## src/rtl/cache_arbiter.sv

```systemverilog
// Round-robin arbiter sharing one physical-memory port between I- and D-cache.
// One request is latched per grant; a recovery cycle follows every response.
module cache_arbiter #(
    parameter int ADDR_WIDTH = 32,
    parameter int LINE_WIDTH = 256
) (
    input  logic                  clk,
    input  logic                  reset,
    input  logic                  i_pmem_read,
    input  logic [ADDR_WIDTH-1:0] i_pmem_address,
    output logic [LINE_WIDTH-1:0] i_pmem_rdata,
    output logic                  i_pmem_resp,
    input  logic                  d_pmem_read,
    input  logic                  d_pmem_write,
    input  logic [ADDR_WIDTH-1:0] d_pmem_address,
    input  logic [LINE_WIDTH-1:0] d_pmem_wdata,
    output logic [LINE_WIDTH-1:0] d_pmem_rdata,
    output logic                  d_pmem_resp,
    output logic                  pmem_read,
    output logic                  pmem_write,
    output logic [ADDR_WIDTH-1:0] pmem_address,
    output logic [LINE_WIDTH-1:0] pmem_wdata,
    input  logic [LINE_WIDTH-1:0] pmem_rdata,
    input  logic                  pmem_resp
);

    typedef enum logic [1:0] {
        IDLE,
        SERVE_I,
        SERVE_D,
        RECOVER
    } state_t;

    state_t                state_q, state_d;
    logic                  last_d_q, last_d_d;
    logic                  op_q, op_d;
    logic [ADDR_WIDTH-1:0] addr_q, addr_d;
    logic [LINE_WIDTH-1:0] wdata_q, wdata_d;

    logic i_req;
    logic d_req;
    logic serving;

    assign i_req = i_pmem_read;
    assign d_req = d_pmem_read | d_pmem_write;

    always_comb begin
        state_d  = state_q;
        last_d_d = last_d_q;
        op_d     = op_q;
        addr_d   = addr_q;
        wdata_d  = wdata_q;
        unique case (state_q)
            IDLE: begin
                // On a tie last_d_q selects I, so the sides alternate.
                if (i_req && (!d_req || last_d_q)) begin
                    state_d  = SERVE_I;
                    last_d_d = 1'b0;
                    op_d     = 1'b0;
                    addr_d   = i_pmem_address;
                    wdata_d  = '0;
                end else if (d_req) begin
                    state_d  = SERVE_D;
                    last_d_d = 1'b1;
                    op_d     = d_pmem_write;
                    addr_d   = d_pmem_address;
                    wdata_d  = d_pmem_wdata;
                end
            end
            SERVE_I, SERVE_D: begin
                if (pmem_resp) state_d = RECOVER;
            end
            RECOVER: state_d = IDLE;
            default: state_d = IDLE;
        endcase
    end

    always_ff @(posedge clk or negedge reset) begin
        if (!reset) begin
            state_q  <= IDLE;
            last_d_q <= 1'b1;
            op_q     <= 1'b0;
            addr_q   <= '0;
            wdata_q  <= '0;
        end else begin
            state_q  <= state_d;
            last_d_q <= last_d_d;
            op_q     <= op_d;
            addr_q   <= addr_d;
            wdata_q  <= wdata_d;
        end
    end

    assign serving      = (state_q == SERVE_I) || (state_q == SERVE_D);
    assign pmem_read    = serving & ~op_q;
    assign pmem_write   = serving & op_q;
    assign pmem_address = addr_q;
    assign pmem_wdata   = wdata_q;

    // A requester that withdrew mid-transfer gets no response.
    assign i_pmem_resp  = (state_q == SERVE_I) & pmem_resp & i_req;
    assign d_pmem_resp  = (state_q == SERVE_D) & pmem_resp & d_req;
    assign i_pmem_rdata = pmem_rdata;
    assign d_pmem_rdata = pmem_rdata;

endmodule
```

## config.mk

```make
export PLATFORM = sky130hd
export DESIGN_NAME = cache_arbiter
export DESIGN_NICKNAME = d
export VERILOG_FILES = /design/src/rtl/cache_arbiter.sv
export SDC_FILE = /design/constraint.sdc
export NUM_CORES = 1
export LEC_CHECK = 0
export BUFFER_PORTS_ARGS = -buffer_cell sky130_fd_sc_hd__buf_4
export CAP_MARGIN = 20
export CORE_AREA = 4 4 544 546
export DETAILED_ROUTE_END_ITERATION = 16
export DIE_AREA = 0 0 548 550
export GPL_TIMING_DRIVEN = 0
export HOLD_SLACK_MARGIN = 0.1
export SLEW_MARGIN = 20
export SYNTH_ARGS = -nofsm -noshare
export SYNTH_HDL_FRONTEND = slang
export SYNTH_SLANG_ARGS = --single-unit
```

## constraint.sdc

```tcl
create_clock -name clk -period 3.4 [get_ports clk]
set_input_delay 0 -clock clk [delete_from_list [all_inputs] [get_ports clk]]
set_output_delay 0 -clock clk [all_outputs]
set_load 0.1 [all_outputs]
```

## Word level (Yosys, flattened, before mapping)

Index checks and enable logic that the tools add are counted.

- Equality and inequality tests: 5
- Mux-type cells: 12
- Bitwise logic cells: 8
- Reduce and logical (&&, ||, !) cells: 9

Operators with widths:

| operator | count |
|---|---|
| $mux 256 | 2 |
| $mux 32 | 2 |
| $and 1x1->1 | 6 |
| $mux 2 | 3 |
| $pmux 2 s3 | 1 |
| $eq 2x2->1 const B | 2 |
| $mux 1 | 4 |
| $reduce_and 2->1 | 2 |
| $ne 3x3->1 const B | 1 |
| $eq 2x1->1 const B | 1 |
| $logic_not 2->1 | 1 |
| $logic_or 1x1->1 | 2 |
| $ne 2x2->1 const B | 1 |
| $reduce_bool 2->1 | 1 |
| $reduce_or 2->1 | 1 |
| $logic_and 1x1->1 | 1 |
| $logic_not 1->1 | 1 |
| $not 1->1 | 1 |
| $or 1x1->1 | 1 |

- Register bits after elaboration: 292
- Bits of input ports: 582
- Output and inout bits: 804
- Word-level logic and storage cells: 39

## Depth between registers and ports, before layout

Gate-level depths: netlist of the first run.

- Depth after elaboration: 6
- Mapped depth: 7
- Gate-level depth less buffers: 5

## Least setup slack after synthesis of the first run

OpenSTA, ideal clock, no wires.

- Path type: flip-flop to output port
- Start point: reg state_q[1]
- End point: out pmem_read
- Arrival: 2,086 ps
- Data required time: 3,400 ps
- Path slack: 1,314 ps
- Stages on the path, launching flop included: 4
- Path buffers: 0
- Path through: dfrtp_1 inv_1 ha_1 nor2b_1

- Longest elaborated chain between the ends: 3
- Elaborated cells on any way between the ends: 4
- Classes of those cells: 2 x eq/ne; 1 x bitwise; 1 x reduce/logical

Ends and longest elaborated chain:

| element | line | text |
|---|---|---|
| start: declaration | 34 | `state_t state_q, state_d;` |
| start signal: assignment | 86 | `state_q <= state_d;` |
| $eq 2x1->1 / $eq 2x2->1 (equally long branches) | 94 | `assign serving = (state_q == SERVE_I) \|\| (state_q == SERVE_D);` |
| $logic_or 1x1->1 * | 94 |  |
| $and 1x1->1 * | 95 | `assign pmem_read = serving & ~op_q;` |
| end: declaration | 19 | `output logic pmem_read,` |

Mark *: on every way between the ends. The rest lies on a longest branch, timed or not.

## Worst setup path in the final report of the first run

- Start point: reg last_d_q
- End point: reg addr_q[31] (netlist: pmem_address[31])

- Longest elaborated chain between the ends: 4
- Elaborated cells on any way between the ends: 5
- Classes of those cells: 1 x mux; 4 x reduce/logical

Ends and longest elaborated chain:

| element | line | text |
|---|---|---|
| start: declaration | 35 | `logic last_d_q, last_d_d;` |
| start signal: assignment | 87 | `last_d_q <= last_d_d;` |
| $logic_or 1x1->1 * | 56 | `if (i_req && (!d_req \|\| last_d_q)) begin` |
| $logic_and 1x1->1 * | 56 |  |
| $reduce_bool 2->1 (no line) | n/a |  |
| $reduce_and 2->1 (no line) | n/a |  |
| end signal: assignment | 89 | `addr_q <= addr_d;` |
| end: declaration | 37 | `logic [ADDR_WIDTH-1:0] addr_q, addr_d;` |

Marked as above.
A chain may end at the register's enable or synchronous reset.

==> results.md, run 1 <==
* Synthesized cell area at 0.0146 mm2
* Final cell count without fillers at 6975
* CTS Sinks at 292
* Largest cells by area after synthesis: dfrtp_1 50%, buf_4 27%, a22o_1 15%
* Hold Crit Start: d_pmem_wdata[153]
* Worst clock skew at between 0.05 and 0.06 ns
* Routed wire per std cell at 24.4 um
* H-tree depth at 2
* Clk Latency, worst-skew pair at between 0.6 and 0.7 ns
* Post-synth cell types at 26
* #FFs+latches synth at 292
* Minimum clock period after layout at 2.56 ns
* Leakage dissipation at ~16 nW
* Drt first-iter violations at approximately 1200
* Clock Path Buffers at 3
* Status: complete, no violations
* # nets final at 3606
* Critical Path Sink Type: flop
* Power Density at between 1000 and 1500 mW/mm2
* Synth Area per Inst at 11.3 um2
* # setup viols final at 0
* Vias in the first global route at 18300
* Setup TNS at 0 ns
* Peak VDD IR at between 0.0004 and 0.0005 V
* Worst Hold Class: in -> reg
* CP Data Required Time at 4.00 ns
* Crit path launch type: flop
* Clock Tree Root: clkbuf_16
* Placed cells at 6324
* Die ar. at 0.301 mm2
* Resized cells post-CTS at 0
* Slew Limit Fails at 0
* Final number of hold-violating endpoints at 0
* Core Rows at just under 200
* Antenna violation net count after detailed routing at 0
* CTS tree: built
* Gate Count Post-Synth at 1292
* CTS clk-pin slew, worst paths at approximately 0.060 ns
* Post-synth top area cell: dfrtp_1
* Worst Path Arrival at between 3 and 4 ns
* Power, Total at 36.1 mW
* IO buf count at 1129
* Largest net degree at the start of global routing at 86
* Die width at 548 um
* Most frequent cells in the layout: 1653 x buf_4, 551 x dlygate4sd3_1, 291 x dfrtp_1, 257 x a22o_1, 42 x clkbuf_16
* Ys Warns at 0
* Setup crit start: last_d_q
* Total grt overflow at 0
* Slew @ Worst Pin at 0.899 ns
* Most common cell after layout, fill and taps aside: buf_4
* First-pass GRT wire length at 206 mm
* Final HPWL DP at 150 mm
* Total CTS buffers at 42
* RSZ-0062 raised after global routing: false
* Max_slew headroom at 40.0%
* Core region area at 0.291 mm2
* Starting Density at 5.04%
* Synthesis-to-finish area growth at 140%
* Design Area, Final at approximately 0.035 mm2
* # DRC at 0
* Synth Net Count at 1878
* Final Cycle Share at about three quarters
* Worst Path Max Fanout at 10
* Max Cap Viol at 0
* Kind of critical path: reg -> reg
* IO Count at 1386
* Post-synth top area share at 49.7%
* WL final at 170 mm
* Seq/Total Area, Yosys at ~50%
* Filler cells at 33100
* Height of the chip at 550 um
* Initial antenna violation count at 62
* Reg2Reg Launch Point: last_d_q
* Cells on Worst Hold Path at 3
* Fmax at 391 MHz
* Layout cell share with drive strength beyond 1 at 57.9%
* Multi-input gate area at ~0.003 mm2
* Register area at 0.00731 mm2
* Register-to-Register Path Depth at 6
* Total number of vias at 17500
* GR Util All Layers at between 10% and 20%
* GP Congestion at 0.957
* Vias/cell at about 2.5
* First-pass DRT Iterations at 5
* Placed cell areas at 0.0281 mm2
## cell usage after synthesis
| cell type | count |
|---|---|
| o31ai_4 | 1 |
| dfrtp_1 | 291 |
| nor2b_1 | 2 |
| buf_2 | 37 |
| nor2_1 | 35 |
| and3_1 | 1 |
| o21bai_2 | 1 |
| a21oi_1 | 32 |
| o21ba_2 | 1 |
| a32oi_1 | 1 |
| a21o_1 | 1 |
| dfstp_2 | 1 |
| mux2_2 | 1 |
| o31a_1 | 1 |
| buf_4 | 525 |
| o21ai_0 | 32 |
| a21oi_2 | 1 |
| mux2i_1 | 1 |
| nand2_1 | 1 |
| a31oi_1 | 34 |
| ha_1 | 4 |
| clkbuf_1 | 25 |
| a22o_1 | 257 |
| buf_1 | 1 |
| and2_1 | 1 |
| inv_1 | 4 |
## timing repair
action | in CTS | in global routing
buffers inserted | 0 | 0
hold buffers | 552 | 0
hold endpoints to repair | 500 | 0
## stage by stage
step	hold WS, ns	setup slack [ns]	util, %
after floorplan	-0.296	1.31	-
after global placement	0.217	-1.02	9.63
after detailed placement	-0.0238	0.742	9.66
after CTS	0.101	0.654	12.1
after global routing	0.122	0.679	12.1
final	0.176	0.843	12.1
## per-layer routing
metal	global-route usage, %	part of all wire (%)	vias up	wire length [um]
met4	2.60	2.7	16	4520
met3	8.45	19	213	31600
met5	0.453	0.17	-	295
li1	-	-	7524	-
met2	16.9	44	1350	75100
met1	11.0	34	8445	58500
## report_power, final
part           leakage (nW)  internal (mW)  total, mW  switching [mW]
clock                 0.684           2.77       4.78            2.01
sequential             3.68           5.00       6.18            1.18
combinational          11.7           5.34       25.1            19.8
## final cells by class
cell class,instances,share of cell area [%]
repair buffers,1684,40.2
flip-flops and latches,292,20.8
well taps,3900,13.9
plain buffers,588,12.0
multi-input cells,408,8.81
clock buffers,55,3.25
clock inverters,19,0.798
diodes,25,0.178
inverters,4,0.0428
## flip-flops by register name, indices dropped and copies added, names as in the netlist
register and cells:
pmem_wdata 256, pmem_address 32, state_q 2, last_d_q 1
op_q 1
## cell families (layout without fill, tap and decap cells)
family / count (synthesis) / after routing / share of synthesized area (%)
buffers and inverters: 592 / 2350 / 29.0
AO/OA/AOI/OAI: 362 / 362 / 19.5
flip-flops: 292 / 292 / 49.9
AND/OR/NAND/NOR: 40 / 40 / 1.09
adder cells (fa/ha/maj): 4 / 4 / 0.342
multiplexers: 2 / 2 / 0.145
other: 0 / 25 / 0
## worst paths after layout
check	endpoint	slack (ns)
hold / removal	pmem_wdata[153]	0.18
setup reg to reg	pmem_address[31]	0.84
hold reg to reg	pmem_wdata[47]	0.50
setup / recovery	pmem_address[31]	0.84
max in group asynchronous	pmem_wdata[223]	1.90
min in group asynchronous	pmem_wdata[119]	0.57
## critical path, stage by stage, from the launching register on
cell	delay [ns]
dfstp_2	0.37
o21ba_2	0.31
clkbuf_1	0.39
o21ai_0	0.15
dlygate4sd3_1	0.58
a21oi_1	0.12
dlygate4sd3_1	0.56
(Power assumes the default switching activity.)
==> run 2, diff against run 1 <==
--- a/config.mk
+++ b/config.mk
@@ -5,11 +5,12 @@
 export SDC_FILE = /design/constraint.sdc
 export NUM_CORES = 1
 export LEC_CHECK = 0
+export ABC_AREA = 1
 export BUFFER_PORTS_ARGS = -buffer_cell sky130_fd_sc_hd__buf_4
 export CAP_MARGIN = 20
-export CORE_AREA = 4 4 544 546
+export CORE_AREA = 4 4 545 547
 export DETAILED_ROUTE_END_ITERATION = 16
-export DIE_AREA = 0 0 548 550
+export DIE_AREA = 0 0 549 551
 export GPL_TIMING_DRIVEN = 0
 export HOLD_SLACK_MARGIN = 0.1
 export SLEW_MARGIN = 20
==> constraint.sdc (replaced) <==
create_clock -name clk -period 2.6 [get_ports clk]
set_input_delay 0 -clock clk [delete_from_list [all_inputs] [get_ports clk]]
set_output_delay 0 -clock clk [all_outputs]
set_load 0.1 [all_outputs]
==> run 2 against run 1 <==
  * Wire length up 5.8%
  * Sequential cell count unchanged
  * Fmax increased by 6.7%
  * Combinational power increased by 25%
  * Via count is 14% higher
  * Area after synthesis grew 10%
  * Critical path depth rose by 3
  * Critical path type unchanged
  * Largest power group unchanged
==> results.md, run 2 <==
* Fmax at 417 MHz (+6.7%)
* Vias/cell at 2.69 (+6.9%)
* Max Cap Viol at 0 (unchanged)
* GP Congestion at 1.05 (+9.4%)
* Worst Hold Class: in -> reg
* Critical Path Sink Type: flop
* Status: complete, no violations
* Die ar. at 0.302 mm2 (+0.36%)
* First-pass DRT Iterations at 6 (+1)
* Main synth FF type: dfrtp_1
* Height of the chip at 551 um (+0.18%)
* Die width at 549 um (+0.18%)
* Total grt overflow at 0 (unchanged)
* Routed wire per std cell at 24.2 um (-0.71%)
* Filler cells at 33800 (+1.9%)
* Number of flip-flops in the largest register at 256 (unchanged)
* Placed cells at 6991 (+11%)
* Largest cells by area after synthesis: dfrtp_1 45%, buf_4 24%, nand2_1 15%
* Worst Hold Endpoint: pmem_address[23]
* RR Endpoint: pmem_address[15]
* Crit path launch type: flop
* Slew Limit Fails at 0 (unchanged)
* Commonest cells in the synthesized netlist: 626 x nand2_1, 525 x buf_4, 323 x nand3_1, 291 x dfrtp_1, 70 x inv_1
* Placed cell areas at 0.0296 mm2 (+5.6%)
* First-pass GRT wire length at 217 mm (+5.1%)
* Clock Tree Root: clkbuf_16
* Worst clock skew at 0.0355 ns (-0.0189 ns)
* Vias in the first global route at 19600 (+6.8%)
* Layout cell share with drive strength beyond 1 at 51.9% (-6.0 points)
* Setup TNS at 0 ns (unchanged)
* Ys Warns at 0 (unchanged)
* Post-synth cell types at 15 (-42%)
* Worst Path Arrival at 2.96 ns (-0.20 ns)
* Final HPWL DP at 161 mm (+7.4%)
* Clk Latency, worst-skew pair at 0.61 ns (-0.06 ns)
* Fin Hold WS at 0.187 ns (+0.0108 ns)
* Sw frac at 64.7% (+0.95 points)
* Power share of the combinational group at 69.8% (about the same)
* Seq/Total Area, Yosys at 45.2% (-4.7 points)
* Slew @ Worst Pin at 0.862 ns (-0.0373 ns)
* Power Density at 1310 mW/mm2 (+27%)
* PnR worst setup slack at 0.203 ns (-0.640 ns)
* # nets final at 4048 (+12%)
* H-tree depth at 2 (unchanged)
* Synth Area per Inst at 8.33 um2 (-26%)
* Pre-CTS setup slack at -0.108 ns (-0.851 ns)
* Hold Crit Start: i_pmem_read
* Total CTS buffers at 37 (-12%)
* Flop2flop setup slack at 0.20 ns (-0.64 ns)
* CTS Sinks at 292 (unchanged)
* Post-synth top area share at 45.1% (-4.7 points)
* # setup viols final at 0 (unchanged)
* #FFs+latches synth at 292 (unchanged)
* RSZ-0062 raised after global routing: false
* Core Rows at 199 (+0.51%)
* Cells on Worst Hold Path at 5 (+2)
* Largest net degree at the start of global routing at 89 (+3.5%)
* Starting Density at 5.52% (+0.48 points)
* Clock Power Share at 12.6% (-0.6 points)
* Most common cell after layout, fill and taps aside: buf_4
* Register-to-Register Path Depth at 9 (+3)
* CTS clk-pin slew, worst paths at 0.06 ns (about the same)
* Final Cycle Share at 92.2% (+17 points)
* Final cell count without fillers at 7429 (+6.5%)
* Synthesis-to-finish area growth at 114%
* # DRC at 0 (unchanged)
* Flop pwr share at 17.6% (+0.5 points)
* Leakage dissipation at 17.3 nW (+7.5%)
* Peak VDD IR at 0.000967 V (+110%)
* Total number of vias at 20000 (+14%)
* Switching power total at 29.2 mW (+27%)
* Clock Path Buffers at 3 (unchanged)
* Minimum clock period after layout at 2.40 ns (-0.160 ns)
* Setup Buffers After CTS at 0 (unchanged)
* Post-synth top area cell: dfrtp_1
* WL final at 180 mm (+5.8%)
* Post-synth ARST share at 100% (unchanged)
* Most frequent cells in the layout: 1653 x buf_4, 625 x nand2_1, 350 x dlygate4sd3_1, 323 x nand3_1, 291 x dfrtp_1
* Synthesized cell area at 0.0162 mm2 (+10%)
* GR Util All Layers at 11.2% (+0.47 points)
* CTS tree: built
* Max_slew headroom at 42.5% (+2.5 points)
* Synth Net Count at 2526 (+35%)
* Most frequent cell after synthesis: nand2_1
* Core region area at 0.293 mm2 (+0.68%)
* Antenna violation net count after detailed routing at 0 (unchanged)
* Design Area, Final at 0.0345 mm2 (-1.6%)
* Kind of critical path: reg -> reg
* IO Count at 1386 (unchanged)
* Reg2Reg Launch Point: last_d_q
* Gate Count Post-Synth at 1940 (+50%)
* Initial antenna violation count at 81 (+31%)
* Final number of hold-violating endpoints at 0 (unchanged)
* Drt first-iter violations at 1781 (+44%)
* Worst Path Max Fanout at 10 (unchanged)
* IO buf count at 1128 (-0.089%)
* EDFF count, synth at 0 (unchanged)
* Internal Power at 15.9 mW (+22%)
* CP Data Required Time at 3.16 ns (-0.84 ns)
==> run 2: cell types whose count changed after synthesis, sizes merged, moves of 33 or more <==
cell,delta
a21oi,-33
a31oi,-34
nand2,+625
a22o,-257
nand3,+323
buf,+45
inv,+68
==> run 2: power groups by stage <==
stage,logic (mW),registers (mW),clock network [mW]
2_1_floorplan,8.20,21.2,0
3_3_place_gp,31.2,7.82,0
3_5_place_dp,31.3,7.85,0
4_1_cts,31.9,7.83,5.92
5_1_grt,32.8,8.09,6.02
6_report,31.5,7.93,5.71
==> run 2: critical path, cell delays in order, from the launching register on <==
cell and delay, ns:
dfstp_2 0.52, inv_1 0.05, o21ai_2 0.27, nand2_2 0.18, buf_4 0.30, buf_2 0.24, nand2_1 0.10, nand3_1 0.06
nand2_1 0.06, dlygate4sd3_1 0.55
==> run 2: layer usage <==
metal | routed length (um) | GRT usage, %
met5 | 874 | 1.42
met4 | 8040 | 4.34
met3 | 27500 | 6.63
met2 | 74500 | 16.5
met1 | 68800 | 13.1
==> run 2: area by class of cell <==
class | count | area (um2) | area share, %
Timing Repair Buffer | 1483 | 12100 | 35.1
Sequential cell | 292 | 7310 | 21.2
Tap cell | 3919 | 4900 | 14.2
Buffer | 615 | 4530 | 13.1
Multi-Input combinational cell | 961 | 4060 | 11.7
Clock buffer | 49 | 1080 | 3.13
Inverter | 72 | 270 | 0.783
Clock inverter | 16 | 214 | 0.620
Antenna cell | 22 | 55.1 | 0.159
==> run 2: logic make-up after synthesis <==
logic type | count (synthesis) | synth area share, %
AND/OR/NAND/NOR | 955 | 24.7
flip-flops | 292 | 45.2
buffers and inverters | 687 | 29.7
adder cells (fa/ha/maj) | 4 | 0.310
AO/OA/AOI/OAI | 2 | 0.0852
==> run 2: what timing repair did <==
item / 4_1_cts / 5_1_grt
hold buffers: 351 / 0
setup endpoints to repair: 2 / 7
resized for setup: 1 / 1
endpoints found under the hold margin: 427 / 0
==> run 2: worst max path at each step <==
stage / slack [ns] / to / cells after the start / from
4_1_cts: 0.02 / pmem_address[15] / 9 / last_d_q
2_1_floorplan: 0.57 / pmem_read / 4 / state_q[0]
3_3_place_gp: -2.08 / pmem_wdata[20] / 1 / reset
3_5_place_dp: -0.11 / pmem_address[3] / 8 / last_d_q
6_report: 0.20 / pmem_address[15] / 9 / last_d_q
5_1_grt: 0.04 / pmem_address[15] / 9 / last_d_q
==> run 2: per-stage QoR <==
stage / power (mW) / util [%]
floorplan: 29.4 / -
global placement: 39.0 / 10.1
detailed placement: 39.1 / 10.1
CTS: 45.6 / 11.8
global route: 47.0 / 11.8
finish: 45.1 / 11.8
==> run 3, diff against run 2 <==
--- a/config.mk
+++ b/config.mk
@@ -8,9 +8,9 @@
 export ABC_AREA = 1
 export BUFFER_PORTS_ARGS = -buffer_cell sky130_fd_sc_hd__buf_4
 export CAP_MARGIN = 20
-export CORE_AREA = 4 4 545 547
+export CORE_AREA = 5 5 531 533
 export DETAILED_ROUTE_END_ITERATION = 16
-export DIE_AREA = 0 0 549 551
+export DIE_AREA = 0 0 536 538
 export GPL_TIMING_DRIVEN = 0
 export HOLD_SLACK_MARGIN = 0.1
 export SLEW_MARGIN = 20
==> run 3 against run 2 <==
  * Worst hold slack got worse by 0.015 ns
  * Sequential cell count stayed put
  * Fmax is 3.6% lower
  * Global-route usage rose by 0.66 points
  * Non-clock buffer count up 78
  * Final cell count decreased by 1.6%
  * Utilization increased by 0.92 points
  * Clock skew increased by 0.0036 ns
  * Wire length increased by 1.1%
  * Die area is 4.7% lower
  * Worst setup slack got worse by 0.090 ns
  * Critical path type unchanged
==> results.md, run 3 (synthesized netlist as in run 2, its figures left out) <==
* Status: complete, no violations
* Placed cell areas at 0.0294 mm2 (-0.93%)
* Initial antenna violation count at 86 (+6.2%)
* Reg2Reg Launch Point: last_d_q
* Power, Total at 45.4 mW (+0.64%)
* Fin Hold WS at 0.172 ns (-0.0152 ns)
* GR Util All Layers at 11.8% (+0.66 points)
* Power Density at 1290 mW/mm2 (-1.0%)
* Pre-CTS setup slack at -0.188 ns (-0.0794 ns)
* Total grt overflow at 0 (unchanged)
* Routed wire per std cell at 24.8 um (+2.7%)
* Worst Hold Endpoint: pmem_wdata[0]
* WL final at 182 mm (+1.1%)
* Final Cycle Share at 95.7% (+3.5 points)
* Antenna violation net count after detailed routing at 0 (unchanged)
* Worst Path Max Fanout at 10 (unchanged)
* PnR worst setup slack at 0.113 ns (-0.0902 ns)
* Core region area at 0.276 mm2 (-5.7%)
* Vias in the first global route at 20500 (+4.9%)
* Setup Buffers After CTS at 0 (unchanged)
* Die ar. at 0.288 mm2 (-4.7%)
* # nets final at 4129 (+2.0%)
* Fmax at 402 MHz (-3.6%)
* Largest net degree at the start of global routing at 84 (-5.6%)
* CTS tree: built
* First-pass GRT wire length at 221 mm (+1.7%)
* Final HPWL DP at 160 mm (-0.32%)
* Leakage dissipation at 17.6 nW (+2.0%)
* Layout cell share with drive strength beyond 1 at 50.8% (-1.1 points)
* Peak VDD IR at 0.000973 V (+0.68%)
* H-tree depth at 2 (unchanged)
* Total CTS buffers at 40 (+8.1%)
* Critical Path Sink Type: flop
* Max incr delay on CP at 0.56 ns (about the same)
* Number of flip-flops in the largest register at 256 (unchanged)
* RR Endpoint: pmem_address[18]
* Total number of vias at 20500 (+2.4%)
* Kind of critical path: reg -> reg
* Minimum clock period after layout at 2.49 ns (+0.0902 ns)
* Critical-path top delay cell: dlygate4sd3_1
* Max_slew headroom at 35.0% (-7.6 points)
* GP Congestion at 1.03 (-1.9%)
* Crit path launch type: flop
* IO buf count at 1128 (unchanged)
* Register-to-Register Path Depth at 7 (-2)
* RSZ-0062 raised after global routing: false
* CP most frequent cell: nand3_1
* Worst Hold Class: in -> reg
* Hold Crit Start: d_pmem_wdata[0]
* Design Area, Final at 0.0351 mm2 (+1.7%)
* CP Data Required Time at 3.15 ns (about the same)
* First-pass DRT Iterations at 6 (unchanged)
* Final cell count without fillers at 7312 (-1.6%)
* Clk Latency, worst-skew pair at 0.65 ns (+0.04 ns)
* Slew @ Worst Pin at 0.976 ns (+0.114 ns)
* Height of the chip at 538 um (-2.4%)
* Die width at 536 um (-2.4%)
* CTS Sinks at 292 (unchanged)
* CTS clk-pin slew, worst paths at 0.06 ns (about the same)
* Slew Limit Fails at 0 (unchanged)
* CP cell instances: inv_1 > o21ai_4 > clkbuf_1 > nand3_1 > nand3_1 > dlygate4sd3_1 > nand2_1
* Placed cells at 6777 (-3.1%)
* Drt first-iter violations at 1640 (-7.9%)
* Most common cell after layout, fill and taps aside: buf_4
* Final number of hold-violating endpoints at 0 (unchanged)
* Clock Tree Root: clkbuf_16
* Worst clock skew at 0.0391 ns (+0.00362 ns)
* Flop2flop setup slack at 0.11 ns (-0.09 ns)
* Core Rows at 193 (-3.0%)
* Max Cap Viol at 0 (unchanged)
* Most frequent cells in the layout: 1653 x buf_4, 625 x nand2_1, 429 x dlygate4sd3_1, 323 x nand3_1, 291 x dfrtp_1
* Starting Density at 5.85% (+0.33 points)
* Vias/cell at 2.80 (+4.1%)
* Worst Path Arrival at 3.04 ns (+0.08 ns)
* Setup TNS at 0 ns (unchanged)
* Clock Path Buffers at 3 (unchanged)
* # setup viols final at 0 (unchanged)
* IO Count at 1386 (unchanged)
* Synthesis-to-finish area growth at 117%
* Cells on Worst Hold Path at 4 (-1)
* # DRC at 0 (unchanged)
* Fin util at 12.7% (+0.92 points)
## run 3: worst max-delay path by stage
stage	startpoint	endpoint	slack [ns]	cells past startpoint
6_report	last_d_q	pmem_address[18]	0.11	7
5_1_grt	state_q[1]	pmem_address[23]	0.04	9
4_1_cts	last_d_q	pmem_address[12]	0.04	9
3_5_place_dp	last_d_q	pmem_address[3]	-0.19	8
3_3_place_gp	reset	pmem_wdata[108]	-2.04	1
2_1_floorplan	state_q[0]	pmem_read	0.57	4
## run 3: repair_timing
action,in CTS,in global routing
hold endpoints to repair,499,0
endpoints found under the setup margin,3,8
hold buffers,429,0
resized for setup,3,2
## run 3: report_power, final
group | internal (mW) | switching (mW) | total, mW
combinational | 6.20 | 25.3 | 31.5
clock | 3.37 | 2.69 | 6.06
sequential | 6.53 | 1.35 | 7.88
## run 3: area by class of cell
type,count,area [um2]
diodes,33,82.6
plain buffers,615,4530
well taps,3705,4640
multi-input cells,961,4060
fillers,31700,241000
clock buffers,52,1120
repair buffers,1561,12900
clock inverters,21,239
inverters,72,270
flip-flops and latches,292,7310
## run 3: per-layer routing
metal | share of wire, % | GRT usage [%]
met2 | 42 | 17.6
met5 | 0.27 | 0.510
met4 | 4.8 | 4.88
met3 | 16 | 7.18
met1 | 38 | 13.6
## run 3: worst max-delay path, delay by kind of cell, from the launching register on
kind | cells | cell delay, ns
buffers and inverters | 3 | 1.07
AOI/OAI and AO/OA | 1 | 0.20
and+or+nand+nor | 3 | 0.58
DFF | 1 | 0.51
